===== src/rtl/piso_tx_if.sv =====
// Word-in / bit-out bundle for piso_tx. Handshake: a word moves on a rising
// edge where din_valid && din_ready; the source holds din stable until then.
interface piso_tx_if #(
  parameter int WIDTH = 4
);
  logic [WIDTH-1:0] din;
  logic             din_valid;
  logic             din_ready;
  logic             sout;
  logic             sout_valid;
  logic             frame_start;
  logic             busy;
  logic [1:0]       state_dbg;

  modport master (
    output din, din_valid,
    input  din_ready, sout, sout_valid, frame_start, busy, state_dbg
  );

  modport slave (
    input  din, din_valid,
    output din_ready, sout, sout_valid, frame_start, busy, state_dbg
  );
endinterface


===== src/rtl/piso_tx.sv =====
// Parallel-in/serial-out transmitter with a one-word hold buffer; frames stream
// back to back. Define PISO_TX_PARITY_EN to append an even-parity bit per frame.
module piso_tx #(
  parameter int WIDTH     = 4,
  parameter bit MSB_FIRST = 1'b1
) (
  input  logic     clk,
  input  logic     reset,
  piso_tx_if.slave bus
);
  localparam int CW = $clog2(WIDTH);
  localparam logic [CW-1:0] LAST_CNT = CW'(WIDTH - 1);

`ifdef PISO_TX_PARITY_EN
  typedef enum logic [1:0] {IDLE = 2'd0, SHIFT = 2'd1, PARITY = 2'd2} state_t;
`else
  typedef enum logic [1:0] {IDLE = 2'd0, SHIFT = 2'd1} state_t;
`endif

  state_t           state, state_d;
  logic [CW-1:0]    cnt, cnt_d;
  logic [WIDTH-1:0] shreg, shreg_d;
  logic [WIDTH-1:0] hold_q, hold_d;
  logic             hold_full, hold_full_d;
  logic             last, load, accept;
  logic             sout_d;
`ifdef PISO_TX_PARITY_EN
  logic             parity_q, parity_d;
`endif

  always_comb begin
    state_d     = state;
    cnt_d       = cnt;
    shreg_d     = shreg;
    hold_d      = hold_q;
    hold_full_d = hold_full;
`ifdef PISO_TX_PARITY_EN
    parity_d    = parity_q;
    last        = (state == PARITY);
`else
    last        = (state == SHIFT) && (cnt == LAST_CNT);
`endif
    // accept needs an empty hold and load needs a full one, so they never coincide
    accept = bus.din_valid && !hold_full;
    load   = hold_full && ((state == IDLE) || last);

    if (accept) begin
      hold_d      = bus.din;
      hold_full_d = 1'b1;
    end

    case (state)
      SHIFT: begin
        if (cnt == LAST_CNT) begin
`ifdef PISO_TX_PARITY_EN
          state_d = PARITY;
`else
          state_d = IDLE;
`endif
        end else begin
          cnt_d = cnt + CW'(1);
          if (MSB_FIRST) shreg_d = shreg << 1;
          else           shreg_d = shreg >> 1;
        end
      end
`ifdef PISO_TX_PARITY_EN
      PARITY: state_d = IDLE;
`endif
      default: ;
    endcase

    if (load) begin
      state_d     = SHIFT;
      cnt_d       = '0;
      shreg_d     = hold_q;
      hold_full_d = 1'b0;
`ifdef PISO_TX_PARITY_EN
      parity_d    = ^hold_q;
`endif
    end

    // outputs are registered from next-state values so they change only on edges
    sout_d = 1'b0;
    if (state_d == SHIFT) sout_d = MSB_FIRST ? shreg_d[WIDTH-1] : shreg_d[0];
`ifdef PISO_TX_PARITY_EN
    if (state_d == PARITY) sout_d = parity_d;
`endif
  end

  always_ff @(posedge clk or negedge reset) begin
    if (!reset) begin
      state           <= IDLE;
      cnt             <= '0;
      shreg           <= '0;
      hold_q          <= '0;
      hold_full       <= 1'b0;
`ifdef PISO_TX_PARITY_EN
      parity_q        <= 1'b0;
`endif
      bus.sout        <= 1'b0;
      bus.sout_valid  <= 1'b0;
      bus.frame_start <= 1'b0;
      bus.busy        <= 1'b0;
    end else begin
      state           <= state_d;
      cnt             <= cnt_d;
      shreg           <= shreg_d;
      hold_q          <= hold_d;
      hold_full       <= hold_full_d;
`ifdef PISO_TX_PARITY_EN
      parity_q        <= parity_d;
`endif
      bus.sout        <= sout_d;
      bus.sout_valid  <= (state_d != IDLE);
      bus.frame_start <= (state_d == SHIFT) && (cnt_d == '0);
      bus.busy        <= (state_d != IDLE) || hold_full_d;
    end
  end

  assign bus.din_ready = !hold_full;
  assign bus.state_dbg = state;

endmodule


===== src/flat_wrapper.sv =====
// flat-port wrapper written by rule: the top's interface ports become plain ports
module piso_tx_flat 
#(
  parameter int WIDTH     = 4,
  parameter bit MSB_FIRST = 1'b1
)
  (clk, reset, bus_din, bus_din_valid, bus_din_ready, bus_sout, bus_sout_valid, bus_frame_start, bus_busy, bus_state_dbg);
  piso_tx_if #(.WIDTH(WIDTH)) bus_i ();
  input  logic clk;
  input  logic reset;
  input wire logic [$bits(bus_i.din)-1:0] bus_din;
  input wire logic [$bits(bus_i.din_valid)-1:0] bus_din_valid;
  output wire logic [$bits(bus_i.din_ready)-1:0] bus_din_ready;
  output wire logic [$bits(bus_i.sout)-1:0] bus_sout;
  output wire logic [$bits(bus_i.sout_valid)-1:0] bus_sout_valid;
  output wire logic [$bits(bus_i.frame_start)-1:0] bus_frame_start;
  output wire logic [$bits(bus_i.busy)-1:0] bus_busy;
  output wire logic [$bits(bus_i.state_dbg)-1:0] bus_state_dbg;
  assign bus_i.din = bus_din;
  assign bus_i.din_valid = bus_din_valid;
  assign bus_din_ready = bus_i.din_ready;
  assign bus_sout = bus_i.sout;
  assign bus_sout_valid = bus_i.sout_valid;
  assign bus_frame_start = bus_i.frame_start;
  assign bus_busy = bus_i.busy;
  assign bus_state_dbg = bus_i.state_dbg;
  piso_tx #(.WIDTH(WIDTH), .MSB_FIRST(MSB_FIRST)) u_core (.clk(clk), .reset(reset), .bus(bus_i));
endmodule

===== config.mk =====
export PLATFORM = sky130hd
export DESIGN_NAME = piso_tx_flat
export DESIGN_NICKNAME = d
export VERILOG_FILES = /design/src/rtl/piso_tx_if.sv /design/src/rtl/piso_tx.sv /design/src/flat_wrapper.sv
export SDC_FILE = /design/constraint.sdc
export NUM_CORES = 1
export LEC_CHECK = 0
export CAP_MARGIN = 0
export CORE_MARGIN = 4
export CORE_UTILIZATION = 46
export CTS_BUF_LIST = sky130_fd_sc_hd__clkbuf_4
export DETAILED_ROUTE_END_ITERATION = 6
export PLACE_DENSITY = 0.75
export SYNTH_ARGS = -nofsm -noshare
export SYNTH_HDL_FRONTEND = slang
export SYNTH_SLANG_ARGS = --single-unit

===== constraint.sdc =====
create_clock -name clk -period 1.2 [get_ports clk]
set_input_delay 0.24 -clock clk [delete_from_list [all_inputs] [get_ports clk]]
set_output_delay 0.24 -clock clk [all_outputs]
set_load 0.01 [all_outputs]

==> results of run 1 <==
worst max path at each step:
stage | from | end | slack, ns | cells after the start
finish | u_core.bus.state_dbg[0] | u_core.bus.busy | -0.07 | 3
global route | u_core.bus.state_dbg[0] | u_core.bus.busy | -0.11 | 3
CTS | u_core.hold_full | u_core.bus.busy | -0.08 | 3
detailed placement | bus_din_valid | u_core.hold_q[2] | -0.24 | 3
global placement | bus_din_valid | u_core.hold_q[3] | -0.24 | 3
floorplan | u_core.bus.state_dbg[0] | u_core.bus.busy | -0.05 | 3
routing by layer:
layer  vias to the layer above  part of all wire (%)  track usage [%]  routed length, um
met5                         -                     0                0                  0
met4                         0                  0.65             6.82                  8
li1                        235                     -                -                  -
met3                         2                   5.9             4.30                 72
met1                       218                    47             15.6                574
met2                        12                    47             20.3                570
final cells by class:
| class | count | share of cell area (%) |
|---|---|---|
| clock buffers | 3 | 2.33 |
| clock inverters | 1 | 0.388 |
| inverters | 2 | 0.776 |
| multi-input cells | 31 | 29.4 |
| flip-flops and latches | 16 | 41.5 |
| well taps | 15 | 1.94 |
| repair buffers | 27 | 23.7 |
kinds of logic (layout without fill, tap and decap cells):
logic type,after synthesis,in the layout
DFF,16,16
and+or+nand+nor,14,14
AOI/OAI and AO/OA,9,9
muxes,8,8
buffers and inverters,4,33
layout by cell type (no fill, tap or decap), types with 2 or more instances in the layout:
cell type	Yosys	routed
clkbuf_2	0	2
a22o_1	2	2
buf_4	0	11
mux2i_1	4	4
and2_1	2	2
nor2_1	3	2
clkdlybuf4s15_1	0	2
mux2_4	0	3
clkdlybuf4s50_1	0	6
clkbuf_4	0	3
dlygate4sd2_1	0	2
o2bb2ai_1	2	2
inv_1	2	2
dfrtp_1	16	15
buf_6	0	3
state kept, by name, indices dropped and copies added, names as in the netlist:
signal and count:
u_core.bus.frame_start 1, u_core.shreg 3, u_core.bus.busy 1, u_core.bus.sout 1
u_core.hold_full 1, u_core.hold_q 4, u_core.bus.sout_valid 1, u_core.bus.state_dbg 2
u_core.cnt 2
critical path, stage by stage (launching register included):
cell and delay [ns]:
dfrtp_1 0.41, a21boi_4 0.15, or3_4 0.37, or2_1 0.23
per-stage QoR:
step,setup TNS [ns],instances,hold slack (ns)
after global placement,-1.02,87,0.480
after global routing,-0.334,95,0.282
after floorplan,-0.0508,51,-0.0556
after CTS,-0.407,91,0.268
final,-0.0940,95,0.259
after detailed placement,-1.08,87,0.485
power by group:
part / internal [W] / total, W / switching, W
registers: 0.000761 / 0.000899 / 0.000138
clock network: 0.000121 / 0.000285 / 0.000164
logic: 0.000684 / 0.00113 / 0.000445
what timing repair did:
action	in CTS	in global routing
resized for setup	13	14
buffers inserted	0	4
setup endpoints to repair	15	18
pin swaps	0	3
hold buffers	0	0
hold endpoints to repair	0	0
==> run summary, run 1 <==
In this run the tool buffered the top-level ports with 13 buffer cells. The overall die width came out at 46.1 um. Prior to clock tree synthesis, the placed netlist has a worst setup slack of -0.236 ns. The worst-case register-to-register setup slack came out at -0.07 ns. The synthesized-area fraction occupied by ao, oa, aoi and oai cells is 12.2%. Summed over all instances, the cell type with the most area after synthesis is dfrtp_1. Summed over all nets, the half-perimeter wirelength after detailed placement is 901 um. The vias per cell came out at 4.92. The worst reg2reg path endpoint is u_core.bus.busy. After floorplanning, the core was divided into 13 placement rows. Measured on the finished design, the core utilization comes to 72.5%.

The count of fill cells added during filler insertion came out at 100. Summed over all layers, the global routing overflow is 0. In the synthesized netlist, the cells that appear most often are 16 x dfrtp_1, 4 x mux2_2, 4 x mux2i_1.

The maximum clock rate is 790 MHz. In this run the power density over the cells is 2390 nW/um2. The source-to-sink clock delay at the later pin of the worst-skew pair is 0.28 ns. For this run, the detailed router's first-pass iteration total came to 1.

The number of nets with antenna violations after detailed routing is 0. The count of mapped cells out of synthesis is 51. The clock input transition at the sequential cells of the worst setup and hold paths is 0.09 ns.

The transition time at the pin with the least slew margin is 0.197 ns. For this configuration, the core starts out at a cell density of 50.1%. The area of the placeable core came out at 1330 um2.

The worst register-to-register path begins at u_core.bus.state_dbg[0]. The master cell of the clock root buffer is clkbuf_4. By area, the combinational part of the netlist is dominated by simple AND/OR/NAND/NOR gates.

The fraction of layout instances using a drive strength above 1 came out at 40.0%. The detailed router finished its first iteration with 0 violations. Across the run, the number of max-cap violations was 0. The finished cells cover 967 um2. The arrival time of the worst setup path came out at 1.44 ns. The final routed wire length divided by cell count is 12.9 um. STA classifies the critical path endpoint as a flop. The synthesized-area fraction occupied by adder cells came out at 0%. The area of the die is 2130 um2. For this run, asynchronously set or reset flops after synthesis account for 100%. After layout, the worst path uses 106% of the clock period. The most common cell in the synthesized netlist is dfrtp_1.

In this run the count of I/O pins placed on the die edge is 14. The sequential area share after synthesis came out at 59.9%. The number of enable flip-flop cells after synthesis came out at 0. The number of remaining DRC errors came out at 0.

The total inserted antenna cells came out at 0. The final reports fail on negative setup slack. The cell leakage power is 0.469 nW. STA classifies the critical path startpoint as a flop. TritonCTS built the clock tree. The maximum fanout along the worst path came out at 3. The commonest register cell after synthesis is dfrtp_1. The first global-routing pass estimated 1910 um of wire. The growth of design area from synthesis to finish is 44.8%. The final critical-path setup slack is -0.0661 ns. In this run the number of H-tree levels came out at 1. The min-delay analysis places its worst path in the category in -> async. The worst setup path category is reg -> reg. The shortest clock period the worst path allows after layout is 1.27 ns. In this run the cell area measured after placement is 886 um2. The share of the synthesized area in the top cell type came out at 59.9%.

The post-synthesis average cell area is 13.1 um2. From bottom edge to top edge, the die measures 46.1 um. The peak supply drop is 1.16 mV. The post-synthesis instance area is 668 um2. The number of setup violations in the final report came out at 2. The total clock buffers created by CTS came out at 3. After synthesis the netlist holds a flip-flop and latch count of 16. The number of global-route vias before repair came out at 475. The flow ran to the end, but the final reports show violations. The number of antenna violations at the first check in global routing is 0. By area the synthesized netlist is led by dfrtp_1 60%, mux2_2 6.7%, mux2i_1 6.0%, a21boi_4 2.8%, a22o_1 2.6%. Clock tree synthesis found a total of 16 sinks. The count of cell types in the netlist is 22. The count of final max-slew check failures came to 0. The number of hold-slack violations in the final timing report came out at 0. The area used by multi-input combinational logic came out at 284 um2. The share of synthesized cell area in and, or, nand and nor gates is 12.7%.

The total power is 0.00231 W. The final layout contains 88 nets. The parity-gate share of the synthesized area counting xor and xnor cells came out at 0%. The number of nets in the synthesized netlist came out at 58. Summed over all layers, the routed wires come to 1230 um. The largest buffer count on any clock path is 2. The clock skew after layout came out at 0.00646 ns.

The sequential cell area came out at 402 um2. The total of warnings raised by yosys is 0. Setup repair after global routing could not meet its margin everywhere.

The mux contribution to synthesized area is 12.7%. The depth of the worst register-to-register path is 3. The placer's final routability congestion estimate is 0.738. The pin count of the biggest net entering global routing came out at 17. The global router's overall resource usage came out at 13.0%.

The overall via count from detail_route came out at 467. The required time of the worst setup path is 1.38 ns. The worst slew slack as a fraction of its limit came out at 86.9%.
(Power assumes the default switching activity.)
==> run 2, diff against run 1 <==
Settings changed: REMOVE_ABC_BUFFERS from default to 1.
==> run 2 against run 1 <==
  * The run still ends with negative setup slack left
  * Final cell count is the same
  * Critical path depth increased by 1
  * Non-clock buffer count did not move
  * Highest routed layer unchanged
==> run summary, run 2 (synthesized netlist as in run 1, its figures left out) <==
The run finished, with violations left. The final reports fail on negative setup slack. The final critical-path setup slack came to -0.122 ns (-0.0560 ns). The total power was 0.00246 W (+6.4%). The maximum fanout along the worst path is 3 (unchanged). The overall die width came to 46.1 um (unchanged). The area of the placeable core is 1330 um2 (unchanged). The number of antenna violations at the first check in global routing came out at 0 (unchanged). The post-route clock period utilization is 110% (+4.7 points). The number of global-route vias before repair is 476 (+0.21%). The library cells used most frequently in the layout, excluding fill and tap cells, are 16 x dfrtp_1, 9 x buf_4, 6 x clkdlybuf4s50_1, 5 x buf_6.

The global router's overall resource usage is 14.9% (+1.9 points). The peak supply drop is 1.41 mV (+21%). The clock input transition at the sequential cells of the worst setup and hold paths is 0.09 ns (about the same).

The growth of design area from synthesis to finish is 47.4%. The post-route core utilization came out at 73.8% (+1.3 points). The min-delay analysis places its worst path in the category in -> async.

The number of H-tree levels came out at 1 (unchanged). The portion of total power attributed to sequential cells is 36.8% (-2.1 points). The power density over the cells was 2500 nW/um2 (+4.5%).

The TritonCTS clock tree is yes. The worst setup path is launched from a flop. The critical-path cell with the highest stage delay is dfrtp_1. The internal power consumption came out at 0.00165 W (+5.3%). The worst slew slack as a fraction of its limit is 86.5% (-0.40 points). The number of DRC markers after the initial detailed-route iteration came out at 5 (+5).

The count of final max-slew check failures was 0 (unchanged). The total inserted antenna cells is 0 (unchanged). The pin count of the biggest net entering global routing is 17 (unchanged). The final routed wire length divided by cell count is 14.7 um (+14%). The number of standard-cell rows in the floorplan came out at 13 (unchanged).

The number of hold-slack violations in the final timing report came out at 0 (unchanged). The shortest clock period the worst path allows after layout came to 1.32 ns (+0.0560 ns). The number of detailed-routing iterations run before antenna repair is 2 (+1). The placer's final routability congestion estimate came out at 0.781 (+5.8%). The total net switching power came out at 0.000813 W (+8.7%). The wire length of the first global-routing pass came out at 2130 um (+12%). The relative contribution of the clock network to total power came out at 11.5% (-0.8 points). The routed wire length came out at 1390 um (+14%). The number of violations of the max-capacitance limit came out at 0 (unchanged).

The required time of the worst setup path came to 1.37 ns (about the same). The number of setup violations in the final report came out at 7 (+5). The count of nets after finishing is 88 (unchanged). The remaining global-route overflow came to 0 (unchanged). The total I/O pin count is 14 (unchanged). The starting density of the core is 50.1% (unchanged). The cell leakage power is 0.472 nW (+0.71%).

The number of sinks handled by clock tree synthesis is 16 (unchanged). The number of flip-flops under the largest register name came out at 4 (unchanged). The area of the die was 2130 um2 (unchanged).

Setup repair after global routing could not meet its margin everywhere. The register with the most flip-flops is u_core.hold_q. The final worst hold slack came to 0.263 ns (+0.00349 ns).

The transition time at the pin with the least slew margin came out at 0.203 ns (+0.00598 ns). The worst setup path is of the reg -> reg kind. The delay of the slowest cell on the worst path is 0.41 ns (about the same). The proportion of total power due to net switching came to 33.0% (+0.70 points).

The arrival time of the worst setup path is 1.50 ns (+0.06 ns). The fraction of layout instances using a drive strength above 1 came out at 40.0% (unchanged). The detailed placer's ending HPWL came out at 907 um (+0.68%). The number of remaining DRC errors is 0 (unchanged). The relative contribution of combinational cells to total power came out at 51.8% (+3.0 points). The overall via count from detail_route is 501 (+7.3%). The total of buffers placed on input and output ports is 13 (unchanged). Walking the worst path, the cells encountered are buf_6 > buf_6 > or3_4 > or2_1.

The cell repeated most along the worst path is buf_6. The clock skew after layout is 0.00132 ns (-0.00514 ns). The number of nets with antenna violations after detailed routing came to 0 (unchanged). The vias per cell came out at 5.27 (+7.3%). The y dimension of the die came out at 46.1 um (unchanged).

The library cell used most frequently in the layout, excluding fill and tap cells, is dfrtp_1. The largest buffer count on any clock path was 2 (unchanged). The largest registers in the layout are u_core.hold_q (4), u_core.shreg (3). The source-to-sink clock delay at the later pin of the worst-skew pair came to 0.28 ns (about the same). STA classifies the critical path endpoint as a flop.

The total clock buffers created by CTS is 3 (unchanged). The master cell of the clock root buffer is clkbuf_4. The maximum clock rate came to 756 MHz (-4.2%).
==> run 2: metal layers <==
layer	track usage [%]	up-vias	wire length, um
met2	24.2	12	741
li1	-	237	-
met1	17.5	247	560
met3	5.08	5	74
met4	6.82	0	17
met5	0	-	0
==> run 2: per-stage QoR <==
step                instances  worst slack [ns]  TNS [ns]  area, um2
floorplan                  49           -0.0508   -0.0508        659
global placement           88            -0.217    -0.964        891
detailed placement         88            -0.223    -0.988        891
CTS                        94            -0.111    -0.197        941
global route               95            -0.149    -0.548        985
finish                     95            -0.122    -0.213        985
==> run 2: worst max-delay path: cells and delay by family, from the launching register on <==
family / cells / cell delay, ns
DFF: 1 / 0.41
buffers and inverters: 2 / 0.24
and+or+nand+nor: 2 / 0.57
==> run 2: final timing paths <==
kind                                  start               to  slack, ns  cells past startpoint
setup / recovery           u_core.hold_full  u_core.bus.busy      -0.12                      4
hold / removal                        reset  u_core.bus.busy       0.26                      2
setup reg to reg           u_core.hold_full  u_core.bus.busy      -0.12                      4
hold reg to reg             u_core.shreg[1]  u_core.shreg[1]       0.50                      1
max in group asynchronous             reset  u_core.shreg[0]       0.76                      2
min in group clk            u_core.shreg[1]  u_core.shreg[1]       0.50                      1
==> run 2: power groups by stage <==
stage	combinational [W]	clock (W)	sequential [W]
after floorplan	0.000536	0	0.000925
final	0.00127	0.000283	0.000904
after global routing	0.00139	0.000314	0.000929
after detailed placement	0.00104	0	0.000903
after global placement	0.00101	0	0.000899
after CTS	0.00109	0.000290	0.000884
==> run 2: final cells by class <==
type | instances | area (um2)
Multi-Input combinational cell | 31 | 293
Clock inverter | 1 | 3.75
Clock buffer | 3 | 22.5
Inverter | 2 | 7.51
Tap cell | 15 | 18.8
Timing Repair Buffer | 27 | 239
Sequential cell | 16 | 400
Fill cell | 97 | 349
==> run 2: timing repair <==
item,CTS,global route
setup buffers,2,2
resized for setup,14,20
endpoints found under the setup margin,9,18
hold buffers,0,0
pin swaps,1,3
